### config.mk
export PLATFORM = sky130hd
export DESIGN_NAME = mcs4_clkgen
export DESIGN_NICKNAME = d
export VERILOG_FILES = /design/src/rtl/mcs4_clkgen.sv
export SDC_FILE = /design/constraint.sdc
export NUM_CORES = 1
export LEC_CHECK = 0
export ABC_AREA = 1
export BUFFER_PORTS_ARGS = -buffer_cell sky130_fd_sc_hd__buf_4
export CORE_MARGIN = 8
export CORE_UTILIZATION = 35
export CTS_BUF_LIST = sky130_fd_sc_hd__clkbuf_8
export DETAILED_ROUTE_END_ITERATION = 8
export PLACE_DENSITY = 0.54
export SYNTH_ARGS = -nofsm -noshare
export SYNTH_HDL_FRONTEND = slang
export SYNTH_SLANG_ARGS = --single-unit
export TNS_END_PERCENT = 50
### constraint.sdc
create_clock -name sysclk -period 2.57 [get_ports sysclk]
set_clock_uncertainty 0.1 [all_clocks]
set_input_delay 0.3855 -clock sysclk [delete_from_list [all_inputs] [get_ports sysclk]]
set_output_delay 0.3855 -clock sysclk [all_outputs]
set_load 0.05 [all_outputs]
### src/rtl/mcs4_clkgen.sv
// mcs4_clkgen: two-phase clock and power-on-clear sequencer for the 4004 core.
//
// Each period is four phase slots of CLK_DIV sysclk cycles. clk1_pad is high
// in slot 0 and clk2_pad is high in slot 2, so the two phases never overlap.
// Eight periods form one instruction cycle. poc_pad is held high until
// POC_CYCLES complete instruction cycles have run since reset or por_req
// release.
//
// Optional feature macro: MCS4_CLKGEN_STEP_EN
//   defined   - run/step drive a RUN/HALT/STEP FSM that can stop the clocks
//               on instruction-cycle boundaries.
//   undefined - clocks always free-run, run/step are ignored, halted is 0.
//
// Ports:
//   sysclk    in   system clock, all state changes on its rising edge
//   reset     in   synchronous active-high reset
//   por_req   in   level request to re-run power-on-clear
//   run       in   1 = free-run, 0 = halt at next cycle boundary
//   step      in   one-sysclk pulse, run one instruction cycle while halted
//   clk1_pad  out  phase-1 clock to CPU
//   clk2_pad  out  phase-2 clock to CPU
//   poc_pad   out  power-on-clear to CPU
//   cyc_start out  one-sysclk pulse as period 0 slot 0 begins
//   period    out  clock-period index within the instruction cycle (0..7)
//   halted    out  clocks stopped at a cycle boundary

module mcs4_clkgen #(
    parameter int unsigned CLK_DIV    = 4,
    parameter int unsigned POC_CYCLES = 2
) (
    input  logic       sysclk,
    input  logic       reset,
    input  logic       por_req,
    input  logic       run,
    input  logic       step,
    output logic       clk1_pad,
    output logic       clk2_pad,
    output logic       poc_pad,
    output logic       cyc_start,
    output logic [2:0] period,
    output logic       halted
);

    localparam int unsigned DIV_W = (CLK_DIV > 1) ? $clog2(CLK_DIV) : 1;
    localparam int unsigned POC_W = $clog2(POC_CYCLES + 1);
    localparam logic [DIV_W-1:0] DIV_LAST = DIV_W'(CLK_DIV - 1);
    localparam logic [POC_W-1:0] POC_LAST = POC_W'(POC_CYCLES);

    // Position currently driven on the pads. active_q=0 means the clocks are
    // stopped (after reset or while halted) and the next running edge starts
    // again at period 0 slot 0.
    logic             active_q, active_d;
    logic [DIV_W-1:0] div_q, div_d, div_nx;
    logic [1:0]       slot_q, slot_d, slot_nx;
    logic [2:0]       per_q, per_d, per_nx;

    logic             clk1_q, clk1_d;
    logic             clk2_q, clk2_d;
    logic             cyc_q, cyc_d;

    logic             poc_q, poc_d;
    logic [POC_W-1:0] poc_cnt_q, poc_cnt_d, poc_inc;
    // Set once a cycle has started with por_req low, so a cycle that was
    // already under way at por_req release is not counted as complete.
    logic             armed_q, armed_d;

    logic             cycle_end;
    logic             go;

`ifdef MCS4_CLKGEN_STEP_EN
    typedef enum logic [1:0] {
        ST_RUN,
        ST_HALT,
        ST_STEP
    } state_e;

    state_e state_q, state_d;
    logic   halted_q, halted_d;
`endif

    // Position advance and end-of-instruction-cycle detection.
    always_comb begin
        div_nx  = div_q + 1'b1;
        slot_nx = slot_q;
        per_nx  = per_q;
        if (div_q == DIV_LAST) begin
            div_nx  = '0;
            slot_nx = slot_q + 2'd1;
            if (slot_q == 2'd3) begin
                per_nx = per_q + 3'd1;
            end
        end
        cycle_end = active_q && (div_q == DIV_LAST) && (slot_q == 2'd3) &&
                    (per_q == 3'd7);
    end

`ifdef MCS4_CLKGEN_STEP_EN
    // go decides whether the next edge drives clocks; the FSM only changes
    // it on cycle boundaries or when leaving HALT.
    always_comb begin
        state_d = state_q;
        go      = 1'b1;
        case (state_q)
            ST_RUN: begin
                if (cycle_end && !run && !poc_q && !por_req) begin
                    state_d = ST_HALT;
                    go      = 1'b0;
                end
            end
            ST_HALT: begin
                if (por_req || run) begin
                    state_d = ST_RUN;
                end else if (step) begin
                    state_d = ST_STEP;
                end else begin
                    go = 1'b0;
                end
            end
            ST_STEP: begin
                if (cycle_end) begin
                    if (run || poc_q || por_req) begin
                        state_d = ST_RUN;
                    end else begin
                        state_d = ST_HALT;
                        go      = 1'b0;
                    end
                end
            end
            default: begin
                state_d = ST_RUN;
            end
        endcase
        halted_d = (state_d == ST_HALT);
    end
`else
    assign go = 1'b1;

    logic unused_inputs;
    assign unused_inputs = run ^ step;
`endif

    // Next pad position and registered pad values.
    always_comb begin
        active_d = 1'b0;
        div_d    = '0;
        slot_d   = '0;
        per_d    = '0;
        if (go) begin
            active_d = 1'b1;
            if (active_q) begin
                div_d  = div_nx;
                slot_d = slot_nx;
                per_d  = per_nx;
            end
        end
        clk1_d = active_d && (slot_d == 2'd0);
        clk2_d = active_d && (slot_d == 2'd2);
        cyc_d  = active_d && (slot_d == 2'd0) && (div_d == '0) &&
                 (per_d == 3'd0);
    end

    // Power-on-clear: counts complete instruction cycles and drops poc on
    // the edge that starts the cycle after the last counted one.
    always_comb begin
        poc_d     = poc_q;
        poc_cnt_d = poc_cnt_q;
        armed_d   = armed_q;
        poc_inc   = poc_cnt_q + 1'b1;
        if (por_req) begin
            poc_d     = 1'b1;
            poc_cnt_d = '0;
            armed_d   = 1'b0;
        end else begin
            if (cycle_end && armed_q && poc_q) begin
                if (poc_inc == POC_LAST) begin
                    poc_d     = 1'b0;
                    poc_cnt_d = '0;
                end else begin
                    poc_cnt_d = poc_inc;
                end
            end
            if (cyc_d) begin
                armed_d = 1'b1;
            end
        end
    end

    always_ff @(posedge sysclk) begin
        if (reset) begin
            active_q  <= 1'b0;
            div_q     <= '0;
            slot_q    <= '0;
            per_q     <= '0;
            clk1_q    <= 1'b0;
            clk2_q    <= 1'b0;
            cyc_q     <= 1'b0;
            poc_q     <= 1'b1;
            poc_cnt_q <= '0;
            armed_q   <= 1'b0;
        end else begin
            active_q  <= active_d;
            div_q     <= div_d;
            slot_q    <= slot_d;
            per_q     <= per_d;
            clk1_q    <= clk1_d;
            clk2_q    <= clk2_d;
            cyc_q     <= cyc_d;
            poc_q     <= poc_d;
            poc_cnt_q <= poc_cnt_d;
            armed_q   <= armed_d;
        end
    end

`ifdef MCS4_CLKGEN_STEP_EN
    always_ff @(posedge sysclk) begin
        if (reset) begin
            state_q  <= ST_RUN;
            halted_q <= 1'b0;
        end else begin
            state_q  <= state_d;
            halted_q <= halted_d;
        end
    end

    assign halted = halted_q;
`else
    assign halted = 1'b0;
`endif

    assign clk1_pad  = clk1_q;
    assign clk2_pad  = clk2_q;
    assign cyc_start = cyc_q;
    assign poc_pad   = poc_q;
    assign period    = per_q;

endmodule

==> out/qor.log, run 1 <==
[status] result of the run complete, no violations
[setup_path] number of gates on the worst path with buffers counted 7
[setup_path] cell with the largest stage delay on the worst path sky130_fd_sc_hd__dfxtp_1
[power] static leakage power 0.371 nW
[sta] Final Worst Setup Slack 1.11 ns
[placed_design] total of buffers placed on input and output ports 9
[clock_network] number of setup buffers added after CTS 0
[synth] Avg Cell Area, Syn 8.09 sq um
[floorplan] Core ar. 0.00176 sq mm
[hold_path] hold wc startpoint por_req
[setup_path] Critical Setup Path Class reg -> reg
[sta] Slew Limit Fails 0
[placed_design] cell count after placement 113
[placed_design] routability cong. 0.688
[placed_design] placed wire-length estimate after detailed placement 832 microns
[synth] post-synth top area share 45.3%
[clock_network] Clock Tree Root sky130_fd_sc_hd__clkbuf_8
[setup_path] buffer and inverter count on the worst path 0
[layout] Non-Filler Instances 117
[synth] part of the Yosys area used for sequential elements 45.3%
[global_route] global-route wire length before repair 2060 microns
[route] Detailed Routing Iterations Pass 1 2
[floorplan] I/O Pins 13
[sta] Total Negative Setup Slacks 0 ns
[clock_network] clk sinks 15
[synth] post-synthesis instance area 663 sq um
[clock_network] CTS HTree Levels 1
[sta] Fmax 0.686 GHz
[setup_path] slowest cell delay on critical path 0.34 ns
[route] final antenna-violating net count 0
[setup_path] Startpoint Class flop
[route] routed len/inst 9.30 microns
[synth] cell type contributing the most total cell area after synthesis sky130_fd_sc_hd__dfxtp_1
[floorplan] initial standard-cell utilization of the core 37.6%
[placed_design] Worst Setup Slack post-DPL 1.11 ns
[hold_path] path class of the lowest-slack min-delay path in -> reg
[sta] time the worst path needs with I/O delays and setup 1.46 ns
[setup_path] worst reg2reg path startpoint period[0]
[setup_path] worst endpoint required time 2.66 ns
[sta] Tcrit/Tclk final 56.7%
[clock_network] Max clock buf depth 2
[sta] endpoints failing hold 0
[clock_network] later-pin clock latency in the skew report 0.25 ns
[synth] number of standard cells after synthesis 82
[clock_network] clock transition at the register clock pins on the worst setup and hold paths after CTS 0.06 ns
[layout] leading cell types in the layout, fill and taps excluded sky130_fd_sc_hd__nand2_1 (15), sky130_fd_sc_hd__dfxtp_1 (15), sky130_fd_sc_hd__inv_1 (13), sky130_fd_sc_hd__nor2_1 (11), sky130_fd_sc_hd__buf_4 (9)
[synth] Syn. warnings 0
[layout] count of inserted antenna diode cells 0
[hold_path] number of cells on the worst hold path 3
[sta] setup repair after global routing missed its margin no
[setup_path] Reg2Reg Capture Point armed_q
[route] starting DRC count in detailed routing 2
[setup_path] r2r setup slk 1.11 ns
[clock_network] count of cells resized by post-cts repair 0
[clock_network] number of hold-repair buffers added at the cts stage 0
[sta] Finish-stage setup viols 0
[hold_path] Hold EP poc_pad
[layout] relative area change from synthesis to final layout 17.9%
[synth] #FFs+latches synth 15
[route] via count 493
[floorplan] cell row count 15
[power] power per cell area 595 mW/mm^2
[synth] Yosys cell types 21
[clock_network] CTS tree done
[global_route] total track usage 7.78%
[route] vias per cell 4.21
[setup_path] cells along the critical path ha_1, ha_1, nor2_4, nor2_2, nor2_2, nand2_2, a21oi_2
[setup_path] Crit path arrival time 1.54 ns
[global_route] via count of the first global-routing pass 514
[layout] share of final-layout standard cells stronger than drive strength 1 26.1%
[floorplan] die extent in y 59.5 microns
[power] largest voltage drop on the vdd net 0.354 mV
[setup_path] worst reg-to-reg path cell count 7
[setup_path] largest delay contributor family on the critical path adder cells
[layout] nets 102
[floorplan] overall die width 59.5 microns
[power] overall power after layout 0.000465 W
[route] Total Routed Length 1090 microns
[synth] biggest area contributors in the synthesized netlist sky130_fd_sc_hd__dfxtp_1 (45%), sky130_fd_sc_hd__nand2_1 (8.5%), sky130_fd_sc_hd__ha_1 (7.5%)
[floorplan] area enclosed by the die boundary 0.00354 sq mm
[route] Post-route DRC 0
[global_route] initial antenna violation count 0
[global_route] sum of overflow across all layers after global routing 0
[synth] total nets after synthesis 91
[setup_path] sort of element at the end of the critical path flop
[run] Max Cap Viol 0
[setup_path] largest fanout on the critical path 4
[global_route] pin count of the biggest net entering global routing 13
[clock_network] TritonCTS buffer count 3
[per-stage QoR]
stage | hold slack [ns] | cell area [sq um] | utilization (%)
after global routing | 0.264 | 782 | 44.3
after floorplan | 0.314 | 663 | -
after detailed placement | 0.336 | 736 | 41.7
after global placement | 0.331 | 736 | 41.7
final | 0.262 | 782 | 44.3
after CTS | 0.260 | 782 | 44.3
[layout make-up]
class | instances | area (sq um)
inverter | 13 | 48.8
timing repair buffer | 9 | 67.6
fill | 192 | 982
clock buffer | 3 | 41.3
multi-input combinational | 51 | 288
tap | 25 | 31.3
sequential | 15 | 300
clock inverter | 1 | 5.00
[flip-flops by register name, indices dropped and copies added (netlist names)]
register,flops
active_q,1
armed_q,1
clk1_pad,1
clk2_pad,1
cyc_start,1
div_q,2
period,3
poc_cnt_q,2
poc_pad,1
slot_q,2
[routing by layer]
metal / global-route usage [%] / wire [microns] / up-vias
met4: 6.12 / 36 / 0
met5: 0 / 0 / -
met1: 7.62 / 474 / 212
met2: 12.9 / 518 / 7
li1: - / - / 269
met3: 2.82 / 58 / 5
[cell families (layout without fill, tap and decap cells)]
| family | after synthesis | count (layout) | share of synthesized area [%] |
|---|---|---|---|
| and+or+nand+nor | 42 | 42 | 31.1 |
| DFF | 15 | 15 | 45.3 |
| adders and majority gates | 4 | 4 | 7.55 |
| buffers and inverters | 16 | 26 | 11.3 |
| AOI/OAI and AO/OA | 4 | 4 | 4.15 |
| other | 1 | 1 | 0.565 |
[tightest hold or removal path: stages]
cell and delay [ns]:
sky130_fd_sc_hd__buf_4 0.08, sky130_fd_sc_hd__nor2_1 0.06, sky130_fd_sc_hd__nand2_1 0.06
[synthesized netlist by cell type]
master	count
sky130_fd_sc_hd__nand2_1	15
sky130_fd_sc_hd__o21ai_1	1
sky130_fd_sc_hd__ha_1	4
sky130_fd_sc_hd__buf_4	1
sky130_fd_sc_hd__nand4_2	1
sky130_fd_sc_hd__nor3b_1	1
sky130_fd_sc_hd__dfxtp_1	15
sky130_fd_sc_hd__nand3_1	5
sky130_fd_sc_hd__nor2_2	4
sky130_fd_sc_hd__clkbuf_1	1
sky130_fd_sc_hd__nand2_2	2
sky130_fd_sc_hd__nor2_4	1
sky130_fd_sc_hd__a21oi_1	1
sky130_fd_sc_hd__inv_1	13
sky130_fd_sc_hd__conb_1	1
sky130_fd_sc_hd__nor3_1	1
sky130_fd_sc_hd__o21ai_2	1
sky130_fd_sc_hd__buf_8	1
sky130_fd_sc_hd__nand3_2	1
sky130_fd_sc_hd__nor2_1	11
sky130_fd_sc_hd__a21oi_2	1
[how the worst max path moves through the flow]
stage                         end  startpoint  slack [ns]
after floorplan           armed_q   period[0]        0.87
after global placement    armed_q   period[0]        1.13
after detailed placement  armed_q   period[0]        1.11
after CTS                 armed_q   period[0]        1.10
after global routing      poc_pad    div_q[0]        0.97
final                     armed_q   period[0]        1.11
[power breakdown]
part / total, W / switching, W / internal [W]
Sequential: 0.000242 / 0.00000374 / 0.000238
Clock: 0.000189 / 0.0000817 / 0.000107
Combinational: 0.0000338 / 0.0000234 / 0.0000104
Power figures use the tool's default switching activity.
==> run 2: changes to the inputs <==
- ABC_AREA: 1 -> 0
- PLACE_DENSITY: 0.54 -> 0.55
- clock period: 2.57 -> 1.31 ns (I/O delays scaled with it)
==> out/qor.log, run 2 <==
[status] result of the run finished with violations
[status] violated checks negative setup slack
[global_route] initial antenna violation count 0
[sta] minimum hold slack 0.0384 ns
[setup_path] sort of element at the end of the critical path flop
[floorplan] overall die width 60.8 microns
[route] via count 593
[clock_network] Max clock buf depth 2
[layout] Layout Utilization 51.1%
[global_route] total track usage 8.62%
[synth] Yosys cell types 30
[power] internal portion of total power 0.000700 W
[sta] time the worst path needs with I/O delays and setup 1.44 ns
[synth] count leader, synth sky130_fd_sc_hd__dfxtp_1
[placed_design] total of buffers placed on input and output ports 9
[global_route] pin count of the biggest net entering global routing 10
[layout] nets 106
[run] Max Cap Viol 0
[route] Detailed Routing Iterations Pass 1 3
[power] largest voltage drop on the vdd net 0.437 mV
[synth] biggest area contributors in the synthesized netlist sky130_fd_sc_hd__dfxtp_1 (43%), sky130_fd_sc_hd__ha_1 (7.1%), sky130_fd_sc_hd__nor2_1 (4.3%)
[layout] most frequent standard cell in the layout excluding fill and tap cells sky130_fd_sc_hd__buf_4
[power] power per cell area 927 mW/mm^2
[clock_network] TritonCTS buffer count 3
[layout] share of final-layout standard cells stronger than drive strength 1 41.7%
[floorplan] initial standard-cell utilization of the core 36.6%
[sta] Finish-stage setup viols 2
[sta] Final Worst Setup Slack -0.129 ns
[route] starting DRC count in detailed routing 5
[synth] total nets after synthesis 85
[floorplan] I/O Pins 13
[setup_path] worst reg2reg path startpoint period[1]
[route] final antenna-violating net count 0
[clock_network] Clock Tree Root sky130_fd_sc_hd__clkbuf_8
[setup_path] Critical Setup Path Class reg -> reg
[synth] part of the Yosys area used for sequential elements 42.7%
[route] Total Routed Length 1410 microns
[hold_path] hold wc startpoint reset
[layout] count of inserted antenna diode cells 0
[synth] cell type contributing the most total cell area after synthesis sky130_fd_sc_hd__dfxtp_1
[power] overall power after layout 0.000911 W
[clock_network] clk sinks 15
[floorplan] Core ar. 0.00192 sq mm
[clock_network] CTS tree done
[global_route] sum of overflow across all layers after global routing 0
[power] Clk pwr share 39.8%
[layout] leading cell types in the layout, fill and taps excluded sky130_fd_sc_hd__buf_4 (20), sky130_fd_sc_hd__dfxtp_1 (10), sky130_fd_sc_hd__nor2_1 (8), sky130_fd_sc_hd__nand2_1 (6), sky130_fd_sc_hd__inv_1 (5)
[power] proportion of power drawn by combinational gates 8.5%
[setup_path] largest fanout on the critical path 2
[synth] post-synthesis instance area 703 sq um
[floorplan] area enclosed by the die boundary 0.00370 sq mm
[layout] max reg flops 3
[setup_path] Crit path arrival time 1.47 ns
[synth] Synth top cells by count sky130_fd_sc_hd__dfxtp_1 (15), sky130_fd_sc_hd__nor2_1 (8), sky130_fd_sc_hd__nand2_1 (6)
[clock_network] later-pin clock latency in the skew report 0.25 ns
[sta] endpoints failing hold 0
[sta] setup repair after global routing missed its margin yes
[power] sequential power share 51.7%
[floorplan] cell row count 16
[setup_path] start point of the critical path period[1]
[sta] Fmax 0.695 GHz
[synth] Syn. warnings 0
[synth] Avg Cell Area, Syn 9.25 sq um
[sta] Slew Limit Fails 0
[synth] number of standard cells after synthesis 76
[synth] share of synthesized flip-flops with an asynchronous set or reset 0%
[synth] main flop type after synthesis sky130_fd_sc_hd__dfxtp_1
[clock_network] clock transition at the register clock pins on the worst setup and hold paths after CTS 0.06 ns
[hold_path] path class of the lowest-slack min-delay path in -> reg
[synth] number of enable-type register cells in the synthesized netlist 0
[global_route] global-route wire length before repair 2370 microns
[route] vias per cell 4.82
[route] routed len/inst 11.4 microns
[setup_path] worst endpoint required time 1.34 ns
[sta] Tcrit/Tclk final 110%
[power] reported net switching power 0.000211 W
[setup_path] Startpoint Class flop
[floorplan] die extent in y 60.8 microns
[synth] #FFs+latches synth 15
[placed_design] placed wire-length estimate after detailed placement 1050 microns
[power] static leakage power 0.399 nW
[layout] relative area change from synthesis to final layout 39.7%
[clock_network] CTS HTree Levels 1
[power] switching power as a share of total power 23.1%
[synth] post-synth top area share 42.7%
[route] Post-route DRC 0
[placed_design] routability cong. 0.759
[global_route] via count of the first global-routing pass 587
[run 2: power groups by stage]
stage          Combinational (W)  Clock (W)  Sequential [W]
2_1_floorplan          0.0000370          0        0.000492
3_3_place_gp           0.0000712          0        0.000479
3_5_place_dp           0.0000716          0        0.000479
4_1_cts                0.0000722   0.000383        0.000469
5_1_grt                0.0000861   0.000393        0.000472
6_report               0.0000770   0.000363        0.000471
[run 2: kinds of logic (layout without fill, tap and decap cells)]
family | count (synthesis) | in the layout | share of synthesized area, %
buffers and inverters | 9 | 29 | 7.65
other | 1 | 1 | 0.533
AOI/OAI and AO/OA | 16 | 16 | 17.8
DFF | 15 | 15 | 42.7
xor gates and xnor gates | 3 | 3 | 3.74
muxes | 1 | 1 | 1.42
and+or+nand+nor | 27 | 27 | 19.0
adders and majority gates | 4 | 4 | 7.12
[run 2: final cells by class]
type                       count  area [sq um]
inverter                       4          15.0
fill                         199           940
tap                           27          33.8
sequential                    15           312
clock buffer                   3          41.3
clock inverter                 1          3.75
timing repair buffer          21           155
multi-input combinational     52           422
[run 2: layer usage]
metal / track usage [%] / part of all wire (%) / vias up
li1: - / - / 309
met1: 9.60 / 50 / 268
met2: 13.4 / 43 / 11
met3: 2.97 / 5.0 / 5
met4: 5.98 / 2.4 / 0
met5: 0 / 0 / -
[run 2: stage by stage]
| stage | setup TNS (ns) | cell area, sq um | std cells | setup slack [ns] |
|---|---|---|---|---|
| 6_report | -0.259 | 982 | 123 | -0.129 |
| 5_1_grt | -0.502 | 982 | 123 | -0.211 |
| 4_1_cts | -0.502 | 930 | 122 | -0.142 |
| 3_5_place_dp | -1.03 | 882 | 118 | -0.172 |
| 3_3_place_gp | -1.03 | 882 | 118 | -0.160 |
| 2_1_floorplan | -0.441 | 737 | 76 | -0.192 |
[run 2: worst paths after layout]
| kind | endpoint | slack (ns) | cells past startpoint |
|---|---|---|---|
| setup / recovery | armed_q | -0.13 | 5 |
| hold / removal | cyc_start | 0.04 | 2 |
| setup reg to reg | armed_q | -0.13 | 5 |
| hold reg to reg | poc_cnt_q[1] | 0.34 | 2 |
[run 2: worst max-delay path, stage by stage (launching register included)]
cell and delay, ns:
sky130_fd_sc_hd__dfxtp_4 0.35, sky130_fd_sc_hd__ha_4 0.16, sky130_fd_sc_hd__ha_4 0.26, sky130_fd_sc_hd__and4bb_1 0.18, sky130_fd_sc_hd__o221ai_2 0.19, sky130_fd_sc_hd__a211oi_2 0.09
[run 2: what timing repair did]
| item | CTS | global route |
|---|---|---|
| resized for setup | 1 | 9 |
| pin swaps | 0 | 1 |
| gates cloned | 0 | 0 |
| setup endpoints to repair | 12 | 11 |
| buffers inserted | 0 | 1 |
| hold buffers | 0 | 0 |
==> run 3: changes to the inputs <==
==> constraint.sdc (replaced) <==
create_clock -name sysclk -period 1.31 [get_ports sysclk]
set_clock_uncertainty 0.1 [all_clocks]
set_input_delay 0.0655 -clock sysclk [delete_from_list [all_inputs] [get_ports sysclk]]
set_output_delay 0.0655 -clock sysclk [all_outputs]
set_load 0.05 [all_outputs]
==> out/qor.log, run 3 (same netlist as run 2, synthesis figures left out) <==
[floorplan] Core ar. 0.00192 sq mm
[power] power per cell area 915 mW/mm^2
[layout] count of inserted antenna diode cells 0
[floorplan] cell row count 16
[sta] endpoints failing hold 0
[power] static leakage power 0.397 nW
[status] result of the run finished with violations
[sta] Tcrit/Tclk final 113%
[global_route] total track usage 10.0%
[route] Detailed Routing Iterations Pass 1 5
[power] overall power after layout 0.000923 W
[layout] relative area change from synthesis to final layout 43.6%
[route] Total Routed Length 1660 microns
[route] final antenna-violating net count 0
[sta] Slew Limit Fails 0
[setup_path] Startpoint Class flop
[route] via count 594
[power] largest voltage drop on the vdd net 0.432 mV
[floorplan] area enclosed by the die boundary 0.00370 sq mm
[layout] nets 106
[clock_network] TritonCTS buffer count 3
[global_route] pin count of the biggest net entering global routing 9
[layout] leading cell types in the layout, fill and taps excluded sky130_fd_sc_hd__buf_4 (19), sky130_fd_sc_hd__dfxtp_1 (10), sky130_fd_sc_hd__nor2_1 (8), sky130_fd_sc_hd__nand2_1 (6), sky130_fd_sc_hd__inv_1 (5)
[clock_network] later-pin clock latency in the skew report 0.24 ns
[clock_network] CTS tree done
[sta] time the worst path needs with I/O delays and setup 1.48 ns
[placed_design] placed cell areas 875 sq um
[sta] Final Worst Setup Slack -0.171 ns
[setup_path] Crit path arrival time 1.54 ns
[setup_path] worst endpoint required time 1.37 ns
[sta] setup repair after global routing missed its margin yes
[placed_design] Worst Setup Slack post-DPL -0.180 ns
[placed_design] routability cong. 0.739
[hold_path] path class of the lowest-slack min-delay path reg -> reg
[route] routed len/inst 13.5 microns
[clock_network] CTS HTree Levels 1
[floorplan] overall die width 60.8 microns
[global_route] global-route wire length before repair 2670 microns
[clock_network] clock transition at the register clock pins on the worst setup and hold paths after CTS 0.06 ns
[placed_design] total of buffers placed on input and output ports 9
[floorplan] I/O Pins 13
[global_route] sum of overflow across all layers after global routing 0
[placed_design] placed wire-length estimate after detailed placement 1130 microns
[clock_network] number of setup buffers added after CTS 0
[floorplan] die extent in y 60.8 microns
[sta] Finish-stage setup viols 2
[floorplan] initial standard-cell utilization of the core 36.6%
[clock_network] Clock Tree Root sky130_fd_sc_hd__clkbuf_8
[run] Max Cap Viol 0
[setup_path] largest fanout on the critical path 2
[route] vias per cell 4.83
[layout] most frequent standard cell in the layout excluding fill and tap cells sky130_fd_sc_hd__buf_4
[layout] final instance area 0.00101 sq mm
[sta] Fmax 0.675 GHz
[setup_path] sort of element at the end of the critical path flop
[clock_network] clk sinks 15
[route] starting DRC count in detailed routing 8
[global_route] initial antenna violation count 0
[global_route] via count of the first global-routing pass 625
[route] Post-route DRC 0
[layout] max reg flops 3
[clock_network] Max clock buf depth 2
[layout] share of final-layout standard cells stronger than drive strength 1 39.6%
[setup_path] Critical Setup Path Class reg -> reg
[status] violated checks negative setup slack
==> run 3: stage by stage <==
step | setup TNS, ns | hold slack [ns] | util (%) | cells
3_3_place_gp | -0.368 | 0.178 | 45.5 | 117
5_1_grt | -0.527 | 0.372 | 52.5 | 123
2_1_floorplan | -0.441 | 0.0346 | - | 76
3_5_place_dp | -0.515 | 0.174 | 45.5 | 117
4_1_cts | -0.344 | 0.338 | 50.6 | 123
6_report | -0.327 | 0.338 | 52.5 | 123
==> run 3: path summary, 6_finish.rpt <==
| kind | from | to | slack, ns | cells past startpoint |
|---|---|---|---|---|
| max | period[1] | cyc_start | -0.17 | 5 |
| max reg2reg | period[1] | cyc_start | -0.17 | 5 |
| min reg2reg | poc_cnt_q[1] | poc_cnt_q[1] | 0.34 | 2 |
| min | poc_cnt_q[1] | poc_cnt_q[1] | 0.34 | 2 |
==> run 3: layout make-up <==
cell class | instances | area [sq um]
timing repair buffer | 21 | 163
clock inverter | 1 | 3.75
clock buffer | 3 | 41.3
sequential | 15 | 312
tap | 27 | 33.8
fill | 183 | 912
multi-input combinational | 52 | 442
inverter | 4 | 15.0
==> run 3: worst max-delay path: stages, from the launching register on <==
cell and delay, ns:
sky130_fd_sc_hd__dfxtp_4 0.35, sky130_fd_sc_hd__ha_4 0.16, sky130_fd_sc_hd__ha_4 0.21, sky130_fd_sc_hd__and4bb_1 0.25, sky130_fd_sc_hd__o221ai_2 0.11, sky130_fd_sc_hd__a211oi_2 0.21
==> run 3: power by group <==
part	switching (W)	total [W]	internal, W
clock network	0.000161	0.000368	0.000207
logic	0.0000504	0.0000837	0.0000333
registers	0.00000837	0.000472	0.000463
==> run 3: timing repair <==
action / 4_1_cts / 5_1_grt
cloned: 0 / 0
endpoints found under the hold margin: 5 / 0
hold buffers: 2 / 0
setup endpoints to repair: 8 / 6
pin swaps: 1 / 1
gates resized for setup: 6 / 6
==> run 3: metal layers <==
metal	part of all wire [%]	wire length (microns)	track usage, %	up-vias
met4	1.7	28	7.64	0
met3	5.1	85	3.39	4
met1	45	752	10.3	270
met5	0	0	0	-
met2	48	793	16.4	13
li1	-	-	-	307
